===== src/rtl/vgachargen_pkg.sv =====
// Shared types and constants for the vgachargen memories and their APB front-end.
// The optional ID register is enabled by VGACHARGEN_APB_ID_REG_EN.
package vgachargen_pkg;

    localparam int unsigned MEM_ADDR_WIDTH = 10;
    localparam int unsigned APB_DATA_WIDTH = 32;
    localparam int unsigned APB_STRB_WIDTH = APB_DATA_WIDTH / 8;
    localparam int unsigned NUM_MEMS       = 3;

    localparam logic [APB_DATA_WIDTH-1:0] APB_ID_VALUE = 32'h5647_4131;

    typedef enum logic [1:0] {
        REG_CHAR_MAP  = 2'd0,
        REG_COL_MAP   = 2'd1,
        REG_CHAR_TIFF = 2'd2,
        REG_INVALID   = 2'd3
    } region_e;

    typedef enum logic [2:0] {
        ST_IDLE       = 3'd0,
        ST_WR_ACK     = 3'd1,
        ST_RD_ISSUE   = 3'd2,
        ST_RD_CAPTURE = 3'd3,
        ST_RD_ACK     = 3'd4,
        ST_ERR_ACK    = 3'd5
    } state_e;

    // Write-side payload driven towards one vgachargen memory port.
    typedef struct packed {
        logic                      we;
        logic [APB_STRB_WIDTH-1:0] be;
        logic [APB_DATA_WIDTH-1:0] wdata;
    } mem_wr_t;

endpackage


===== src/rtl/apb_vgachargen_decode.sv =====
// Combinational APB byte address -> memory region, word address and validity.
// With VGACHARGEN_APB_ID_REG_EN defined, also flags the region-3 offset-0 ID slot.
module apb_vgachargen_decode
    import vgachargen_pkg::*;
#(
    parameter int unsigned APB_ADDR_WIDTH = 16,
    parameter int unsigned MEM_ADDR_WIDTH = vgachargen_pkg::MEM_ADDR_WIDTH,
    parameter int unsigned REGION_SHIFT   = 12
) (
    input  logic [APB_ADDR_WIDTH-1:0] i_paddr,
    output region_e                   o_region_c,
    output logic [MEM_ADDR_WIDTH-1:0] o_word_addr_c,
    output logic                      o_valid_c,
    output logic                      o_id_hit_c
);

    logic       w_upper_set;
    logic [1:0] w_region_raw;
    logic       w_offset_zero;
    logic       w_unused;

    // Any address bit above the region field makes the access invalid.
    generate
        if (APB_ADDR_WIDTH > REGION_SHIFT + 2) begin : g_upper
            assign w_upper_set = |i_paddr[APB_ADDR_WIDTH-1:REGION_SHIFT+2];
        end else begin : g_no_upper
            assign w_upper_set = 1'b0;
        end
    endgenerate

    assign w_region_raw  = i_paddr[REGION_SHIFT+1:REGION_SHIFT];
    assign w_offset_zero = ~|i_paddr[REGION_SHIFT-1:2];

    assign o_region_c    = w_upper_set ? REG_INVALID : region_e'(w_region_raw);
    assign o_word_addr_c = i_paddr[MEM_ADDR_WIDTH+1:2];
    assign o_valid_c     = (o_region_c != REG_INVALID);

`ifdef VGACHARGEN_APB_ID_REG_EN
    assign o_id_hit_c = (w_region_raw == 2'd3) & ~w_upper_set & w_offset_zero;
    assign w_unused   = ^i_paddr[1:0];
`else
    assign o_id_hit_c = 1'b0;
    assign w_unused   = ^{i_paddr[1:0], w_offset_zero};
`endif

endmodule


===== src/rtl/apb_vgachargen_bridge.sv =====
// APB4 slave that sequences the three vgachargen synchronous-read memory ports.
// Define VGACHARGEN_APB_ID_REG_EN to expose the read-only ID register in region 3.
module apb_vgachargen_bridge
    import vgachargen_pkg::*;
#(
    parameter int unsigned APB_ADDR_WIDTH = 16,
    parameter int unsigned MEM_ADDR_WIDTH = vgachargen_pkg::MEM_ADDR_WIDTH,
    parameter int unsigned REGION_SHIFT   = 12
) (
    input  logic                      clk_i,
    input  logic                      rst_i,

    input  logic                      psel_i,
    input  logic                      penable_i,
    input  logic                      pwrite_i,
    input  logic [APB_ADDR_WIDTH-1:0] paddr_i,
    input  logic [31:0]               pwdata_i,
    input  logic [3:0]                pstrb_i,
    output logic [31:0]               prdata_o,
    output logic                      pready_o,
    output logic                      pslverr_o,

    output logic [MEM_ADDR_WIDTH-1:0] char_map_addr_o,
    output logic                      char_map_we_o,
    output logic [3:0]                char_map_be_o,
    output logic [31:0]               char_map_wdata_o,
    input  logic [31:0]               char_map_rdata_i,

    output logic [MEM_ADDR_WIDTH-1:0] col_map_addr_o,
    output logic                      col_map_we_o,
    output logic [3:0]                col_map_be_o,
    output logic [31:0]               col_map_wdata_o,
    input  logic [31:0]               col_map_rdata_i,

    output logic [MEM_ADDR_WIDTH-1:0] char_tiff_addr_o,
    output logic                      char_tiff_we_o,
    output logic [3:0]                char_tiff_be_o,
    output logic [31:0]               char_tiff_wdata_o,
    input  logic [31:0]               char_tiff_rdata_i
);

    state_e                                   r_state;
    state_e                                   w_state_nxt;
    logic                                     r_pready;
    logic                                     w_pready_nxt;
    logic                                     r_pslverr;
    logic                                     w_pslverr_nxt;
    logic [31:0]                              r_prdata;
    logic [31:0]                              w_prdata_nxt;
    region_e                                  r_rd_sel;
    region_e                                  w_rd_sel_nxt;
    logic [NUM_MEMS-1:0][MEM_ADDR_WIDTH-1:0]  r_addr;
    logic [NUM_MEMS-1:0][MEM_ADDR_WIDTH-1:0]  w_addr_nxt;
    mem_wr_t [NUM_MEMS-1:0]                   r_wr;
    mem_wr_t [NUM_MEMS-1:0]                   w_wr_nxt;

    region_e                                  w_region;
    logic [1:0]                               w_sel;
    logic [MEM_ADDR_WIDTH-1:0]                w_word_addr;
    logic                                     w_valid;
    logic                                     w_id_hit;
    logic                                     w_access;
    logic [31:0]                              w_rdata_sel;

    apb_vgachargen_decode #(
        .APB_ADDR_WIDTH (APB_ADDR_WIDTH),
        .MEM_ADDR_WIDTH (MEM_ADDR_WIDTH),
        .REGION_SHIFT   (REGION_SHIFT)
    ) u_decode (
        .i_paddr       (paddr_i),
        .o_region_c    (w_region),
        .o_word_addr_c (w_word_addr),
        .o_valid_c     (w_valid),
        .o_id_hit_c    (w_id_hit)
    );

    assign w_access = psel_i & penable_i;
    assign w_sel    = 2'(w_region);

    // Read-data return path from the memory latched at issue time.
    always_comb begin
        w_rdata_sel = '0;
        case (r_rd_sel)
            REG_CHAR_MAP:  w_rdata_sel = char_map_rdata_i;
            REG_COL_MAP:   w_rdata_sel = col_map_rdata_i;
            REG_CHAR_TIFF: w_rdata_sel = char_tiff_rdata_i;
            default:       w_rdata_sel = '0;
        endcase
    end

    // Next-state and next-output logic; every output is registered below.
    always_comb begin
        w_state_nxt   = r_state;
        w_pready_nxt  = 1'b0;
        w_pslverr_nxt = 1'b0;
        w_prdata_nxt  = r_prdata;
        w_rd_sel_nxt  = r_rd_sel;
        w_addr_nxt    = r_addr;
        w_wr_nxt      = '0;

        case (r_state)
            ST_IDLE: begin
                if (w_access) begin
                    if (w_id_hit && !pwrite_i) begin
                        w_state_nxt  = ST_ERR_ACK;
                        w_pready_nxt = 1'b1;
                        w_prdata_nxt = APB_ID_VALUE;
                    end else if (!w_valid) begin
                        w_state_nxt   = ST_ERR_ACK;
                        w_pready_nxt  = 1'b1;
                        w_pslverr_nxt = 1'b1;
                        w_prdata_nxt  = '0;
                    end else if (pwrite_i) begin
                        w_state_nxt       = ST_WR_ACK;
                        w_pready_nxt      = 1'b1;
                        w_addr_nxt[w_sel] = w_word_addr;
                        w_wr_nxt[w_sel]   = '{we: |pstrb_i, be: pstrb_i, wdata: pwdata_i};
                    end else begin
                        w_state_nxt       = ST_RD_ISSUE;
                        w_addr_nxt[w_sel] = w_word_addr;
                        w_rd_sel_nxt      = w_region;
                    end
                end
            end
            ST_RD_ISSUE: begin
                w_state_nxt = ST_RD_CAPTURE;
            end
            ST_RD_CAPTURE: begin
                w_state_nxt  = ST_RD_ACK;
                w_pready_nxt = 1'b1;
                w_prdata_nxt = w_rdata_sel;
            end
            ST_WR_ACK, ST_RD_ACK, ST_ERR_ACK: begin
                w_state_nxt = ST_IDLE;
            end
            default: begin
                w_state_nxt = ST_IDLE;
            end
        endcase
    end

    always_ff @(posedge clk_i) begin
        if (rst_i) begin
            r_state   <= ST_IDLE;
            r_pready  <= 1'b0;
            r_pslverr <= 1'b0;
            r_prdata  <= '0;
            r_rd_sel  <= REG_CHAR_MAP;
            r_addr    <= '0;
            r_wr      <= '0;
        end else begin
            r_state   <= w_state_nxt;
            r_pready  <= w_pready_nxt;
            r_pslverr <= w_pslverr_nxt;
            r_prdata  <= w_prdata_nxt;
            r_rd_sel  <= w_rd_sel_nxt;
            r_addr    <= w_addr_nxt;
            r_wr      <= w_wr_nxt;
        end
    end

    assign prdata_o  = r_prdata;
    assign pready_o  = r_pready;
    assign pslverr_o = r_pslverr;

    assign char_map_addr_o   = r_addr[0];
    assign char_map_we_o     = r_wr[0].we;
    assign char_map_be_o     = r_wr[0].be;
    assign char_map_wdata_o  = r_wr[0].wdata;

    assign col_map_addr_o    = r_addr[1];
    assign col_map_we_o      = r_wr[1].we;
    assign col_map_be_o      = r_wr[1].be;
    assign col_map_wdata_o   = r_wr[1].wdata;

    assign char_tiff_addr_o  = r_addr[2];
    assign char_tiff_we_o    = r_wr[2].we;
    assign char_tiff_be_o    = r_wr[2].be;
    assign char_tiff_wdata_o = r_wr[2].wdata;

endmodule


===== config.mk =====
export PLATFORM = sky130hd
export DESIGN_NAME = apb_vgachargen_bridge
export DESIGN_NICKNAME = d
export VERILOG_FILES = /design/src/rtl/vgachargen_pkg.sv /design/src/rtl/apb_vgachargen_decode.sv /design/src/rtl/apb_vgachargen_bridge.sv
export SDC_FILE = /design/constraint.sdc
export NUM_CORES = 1
export LEC_CHECK = 0
export ABC_AREA = 1
export CORE_MARGIN = 8
export CORE_UTILIZATION = 43
export CTS_CLUSTER_SIZE = 25
export DETAILED_ROUTE_END_ITERATION = 8
export PLACE_DENSITY = 0.86
export SYNTH_ARGS = -nofsm -noshare
export SYNTH_HDL_FRONTEND = slang
export SYNTH_SLANG_ARGS = --single-unit

===== constraint.sdc =====
create_clock -name clk_i -period 2.6 [get_ports clk_i]
set_input_delay 0.52 -clock clk_i [delete_from_list [all_inputs] [get_ports clk_i]]
set_output_delay 0.52 -clock clk_i [all_outputs]
set_load 0.05 [all_outputs]

==> metrics, run 1 <==
CTS max path bufs 2; first-pass GRT wire length 35.1 mm; post-synth top area share 56.2%; synthesized flop and latch total 180; CTS clk-pin slew, worst paths 70 ps; Die Area 19100 µm²; Post-Place Worst Slack 237 ps; Detailed Route WL 22.6 mm; fin. max-slew vios 0; via/cell ratio 4.86; via count 6458; Leak 4.34 nW; CTS tree yes; Final Hold Vio Count 0; initial antenna violation count 0; Horiz. Die Dim 138 µm; clock group share of total power 36.1%; Gate Count Post-Synth 826; critical-path cell list clkdlybuf4s50_1; RSZ-0062 raised after global routing false; largest net degree at the start of global routing 64; Final ANT Viol Nets 0; status complete, no violations; total global-route track usage 22.9%; CTS Root Buffer Type clkbuf_16; # setup viols final 0; Worst EP arrival 1640 ps; Yosys top cell by area dfxtp_1; syn nets 979; CTS H-Tree Depth 4; f_max 0.463 GHz; CP max stage delay 880 ps; Max Clock Skew 10.9 ps; CP Max Fanout 2; hold_ws 482 ps; Num CTS Buffers 17; # Post-CTS Setup Buffers 0; CP top delay family buffers and inverters; final critical delay including setup and external delays 2160 ps; I/O Pins 328; Critical Path RT 2080 ps; nets 1286; I/O Buffers 325; Pre-Repair DR Iteration Count 5; hold_buf cts 0; WP buf/inv 1; Tightest Pin Transition 609 ps; CTS Sinks 180; Pint 4.74 mW; Post-Syn Area 6410 µm²; syn_area_per_cell 7.76 µm²; number of diodes 0; slowest CP cell clkdlybuf4s50_1; share of the yosys chip area belonging to registers 56.2%; Area Growth Syn to Fin 60.5%; core area 14500 µm²; RD Place Congestion 0.807; Die Y 138 µm; Reg power frac 42.4%; wire per inst 17.0 µm; period utilization 83.1%; Layout Utilization 70.8%; Psw 2.18 mW; PnR worst setup slack 440 ps; Max-slew headroom 59.3%; Initial Utilization 44.1%; post-cts sizing count 0; Max-Cap Viols 0; Setup crit end kind primary output; DR DRC count 0; Sw Ratio 31.5%; Comb pwr share 21.4%; share of layout cells above drive strength 1 5.24%; main area contributors after synthesis dfxtp_1 (56%), nor2_1 (13%), nand3_1 (8.4%); Synth warnings 0; Unique masters post-synth 23; vias in the first global route 6353; pwr dens 672 nW/µm²; peak supply drop 469 µV; Skew-Pair Late Insertion Delay 430 ps; commonest cells after routing, fill and taps aside clkdlybuf4s50_1 (325), nor2_1 (219), dfxtp_1 (180); worst setup path class reg2out; HP Class reg2reg; post-DP HPWL 16.9 mm; TNS Setup 0 ps; Worst Setup Start Kind register; DRT iter0 DRCs 422; GRT overflow 0; most common cell after layout, fill and taps aside clkdlybuf4s50_1; FP Rows 44
-- kinds of logic (layout without fill, tap and decap cells) --
| family | Yosys count | after routing | synth area share (%) |
|---|---|---|---|
| buf+inv | 110 | 430 | 7.92 |
| compound gates | 61 | 61 | 4.78 |
| flops | 180 | 180 | 56.2 |
| simple gates | 475 | 475 | 31.1 |
-- flip-flops by register name (all words and copies together), names as in the netlist, 2 cells and up --
name,count
col_map_be_o,4
char_tiff_be_o,4
char_map_wdata_o,32
prdata_o,32
r_rd_sel,2
char_map_addr_o,10
col_map_wdata_o,32
char_tiff_addr_o,10
char_map_be_o,4
char_tiff_wdata_o,32
r_state,3
col_map_addr_o,10
-- routing by layer --
layer  up-vias  global-route usage [%]  routed length [µm]
met3        40                    7.67                1730
li1       3185                       -                   -
met5         -                       0                   0
met4         0                    8.01                 515
met1      2984                    23.8                8570
met2       249                    42.1               11800
-- worst paths after layout --
| check | end | slack (ps) | cells past startpoint | start |
|---|---|---|---|---|
| max | prdata_o[25] | 440 | 1 | prdata_o[25]$_SDFFE_PP0P_ |
| max reg2reg | prdata_o[3]$_SDFFE_PP0P_ | 960 | 8 | r_rd_sel[0]$_SDFFE_PP0P_ |
| min reg2reg | prdata_o[21]$_SDFFE_PP0P_ | 480 | 2 | prdata_o[21]$_SDFFE_PP0P_ |
| min | prdata_o[21]$_SDFFE_PP0P_ | 480 | 2 | prdata_o[21]$_SDFFE_PP0P_ |
-- area by class of cell --
class	instances	area, µm²
Sequential cell	180	3600
Clock buffer	17	425
Timing Repair Buffer	333	3330
Multi-Input combinational cell	536	2310
Inverter	65	244
Tap cell	184	230
Fill cell	1146	4240
Clock inverter	15	155
-- stage by stage --
step / cell area (µm²) / instances / power [mW]
2_1_floorplan: 6410 / 826 / 3.88
3_3_place_gp: 9710 / 1298 / 4.45
3_5_place_dp: 9710 / 1298 / 4.47
4_1_cts: 10300 / 1330 / 6.95
5_1_grt: 10300 / 1330 / 7.21
6_report: 10300 / 1330 / 6.91
-- Yosys cell counts --
cell type and count:
a21oi_1 29, nor2_2 1, nor2_8 1, clkbuf_1 15
dfxtp_1 180, nand3_2 1, buf_6 9, buf_4 2
nand3_1 108, nand2_4 3, nand2_1 135, o21ai_0 31
buf_1 3, nor2_1 220, clkinv_1 3, o22ai_1 1
nor4_1 1, nand2_2 3, nor3_4 1, nor2_4 1
inv_2 7, inv_1 55, buf_2 16
-- power groups by stage --
stage / Sequential, mW / Clock (mW) / Combinational, mW
finish: 2.93 / 2.50 / 1.48
global route: 2.95 / 2.67 / 1.59
CTS: 2.93 / 2.53 / 1.48
detailed placement: 3.00 / 0 / 1.48
global placement: 2.99 / 0 / 1.46
floorplan: 3.38 / 0 / 0.499
(Power assumes the default switching activity.)
==> run 2, diff against run 1 <==
CORE_UTILIZATION = 36   (was 43)
PLACE_DENSITY = 0.77   (was 0.86)
clock period = 1.8 ns   (was 2.6 ns; I/O delays follow)
==> metrics, run 2 (synthesized netlist as in run 1, its figures left out) <==
status complete, no violations; CTS H-Tree Depth 4 (unchanged); filler instances 1584 (+38%); Critical Path RT 2110 ps (+30 ps); Die Area 22300 µm² (+17%); vias in the first global route 6394 (+0.65%); CTS Root Buffer Type clkbuf_16; WP buf/inv 2 (+1); CP top delay family buffers and inverters; PnR worst setup slack 210 ps (-230 ps); Placed Cells 1381 (+6.4%); Skew-Pair Late Insertion Delay 430 ps (about the same); register area 3600 µm² (unchanged); peak supply drop 678 µV (+44%); Horiz. Die Dim 149 µm (+8.2%); fin. max-slew vios 0 (unchanged); Tightest Pin Transition 435 ps (-175 ps); Max-slew headroom 70.9% (+12 points); I/O Buffers 325 (unchanged); Cell Area, Placed 9670 µm² (-0.37%); Num CTS Buffers 17 (unchanged); via count 6377 (-1.3%); hold_ws 483 ps (+0.948 ps); final critical delay including setup and external delays 1590 ps; Max-Cap Viols 0 (unchanged); DR DRC count 0 (unchanged); period utilization 88.3%; Max Clock Skew 18.5 ps (+7.56 ps); CTS max path bufs 2 (unchanged); number of diodes 0 (unchanged); core area 17700 µm² (+22%); post-cts sizing count 0 (unchanged); Detailed Route WL 21.7 mm (-3.9%); Final ANT Viol Nets 0 (unchanged); CP Max Fanout 11 (+9); Initial Utilization 36.2% (-7.9 points); pwr dens 983 nW/µm² (+46%); first-pass GRT wire length 33.7 mm (-4.0%); I/O Pins 328 (unchanged); commonest cells after routing, fill and taps aside nor2_1 (219), buf_4 (215), dfxtp_1 (180); FP Rows 49 (+11%); Register-to-Register Path Depth 7 (-1); DRT iter0 DRCs 368 (-13%); total global-route track usage 19.1% (-3.8 points); Post-Place Worst Slack -261 ps (-498 ps); hold_buf cts 0 (unchanged); wire per inst 15.4 µm (-9.5%); Leak 4.92 nW (+13%); Die Y 149 µm (+8.2%); Worst EP arrival 1900 ps (+260 ps); area of the multi-input gates 2300 µm² (-0.11%); CTS tree yes; GRT overflow 0 (unchanged); final instance area 10300 µm² (+0.12%); RD Place Congestion 0.863 (+6.9%); CP max stage delay 460 ps (-420 ps); # Post-CTS Setup Buffers 0 (unchanged); share of layout cells above drive strength 1 23.0% (+18 points); nets 1324 (+3.0%); Pre-Repair DR Iteration Count 4 (-1); Final Hold Vio Count 0 (unchanged); via/cell ratio 4.51 (-7.1%); WHS Path Cells 2 (unchanged); RSZ-0062 raised after global routing false; overall power 10.1 mW (+46%); CTS Sinks 180 (unchanged); TNS Setup 0 ps (unchanged); CTS clk-pin slew, worst paths 70 ps (about the same); slowest CP cell clkdlybuf4s50_1; Layout Utilization 58.2% (-13 points); post-DP HPWL 16.9 mm (+0.18%); # setup viols final 0 (unchanged); HP Class reg2reg; Setup crit end kind register; f_max 0.629 GHz; Worst Setup Start Kind primary input; Finished Layout Cells 1413 (+6.2%); most used cell, CP nor2_1; Area Growth Syn to Fin 60.7%; initial antenna violation count 0 (unchanged); number of stages on the worst setup path 8 (+7); largest net degree at the start of global routing 64 (unchanged); most common cell after layout, fill and taps aside nor2_1; critical-path cell list clkdlybuf4s50_1 > nor2_1 > nand2_1 > nor2_1 > nand2_1 > clkinv_1 > nor2_1 > nor2_1; worst setup path class in2reg
## run 2: cell count changes in the layout (fill, tap and decap cells not counted), moves of 2 or more
cell / previous run / this run
clkdlybuf4s50_1: 325 / 150
clkinvlp_4: 3 / 0
inv_8: 5 / 2
buf_12: 1 / 6
inv_6: 4 / 2
clkinv_8: 2 / 8
buf_4: 7 / 215
## run 2: worst min-delay path: stages (launching register included)
cell and delay [ps]:
dfxtp_1 330, a21oi_1 40, nor2_1 80
## run 2: path summary, 6_finish.rpt
path	from	end	slack [ps]
setup / recovery	paddr_i[15]	col_map_addr_o[0]$_SDFFE_PP0P_	210
setup reg to reg	r_state[2]$_SDFFE_PP0P_	col_map_addr_o[0]$_SDFFE_PP0P_	280
hold reg to reg	prdata_o[15]$_SDFFE_PP0P_	prdata_o[15]$_SDFFE_PP0P_	480
hold / removal	prdata_o[15]$_SDFFE_PP0P_	prdata_o[15]$_SDFFE_PP0P_	480
## run 2: report_power, final
| group | switching [mW] | total [mW] | internal (mW) |
|---|---|---|---|
| sequential | 0.0896 | 4.24 | 4.15 |
| combinational | 1.30 | 2.13 | 0.836 |
| clock | 1.84 | 3.75 | 1.91 |
| total | 3.23 | 10.1 | 6.90 |
## run 2: cell type report
class / count / share of cell area [%]
clock buffer: 17 / 4.13
clock inverter: 15 / 1.98
inverter: 65 / 2.37
multi-input combinational: 536 / 22.4
sequential: 180 / 35.0
tap: 229 / 2.78
timing repair buffer: 371 / 31.4
## run 2: routing by layer
layer	share of wire (%)	routed length (µm)	vias to the layer above	GRT usage [%]
li1	-	-	3269	-
met1	39	8370	2830	20.8
met2	49	10600	235	32.8
met3	9.5	2060	43	7.08
met4	3.1	681	0	7.98
met5	0	0	-	0
==> run 3, diff against run 2 <==
SLEW_MARGIN = 0   (was default)
==> results of run 3 <==
Same layout as run 2: the final DEF is identical, and so are final timing and power.
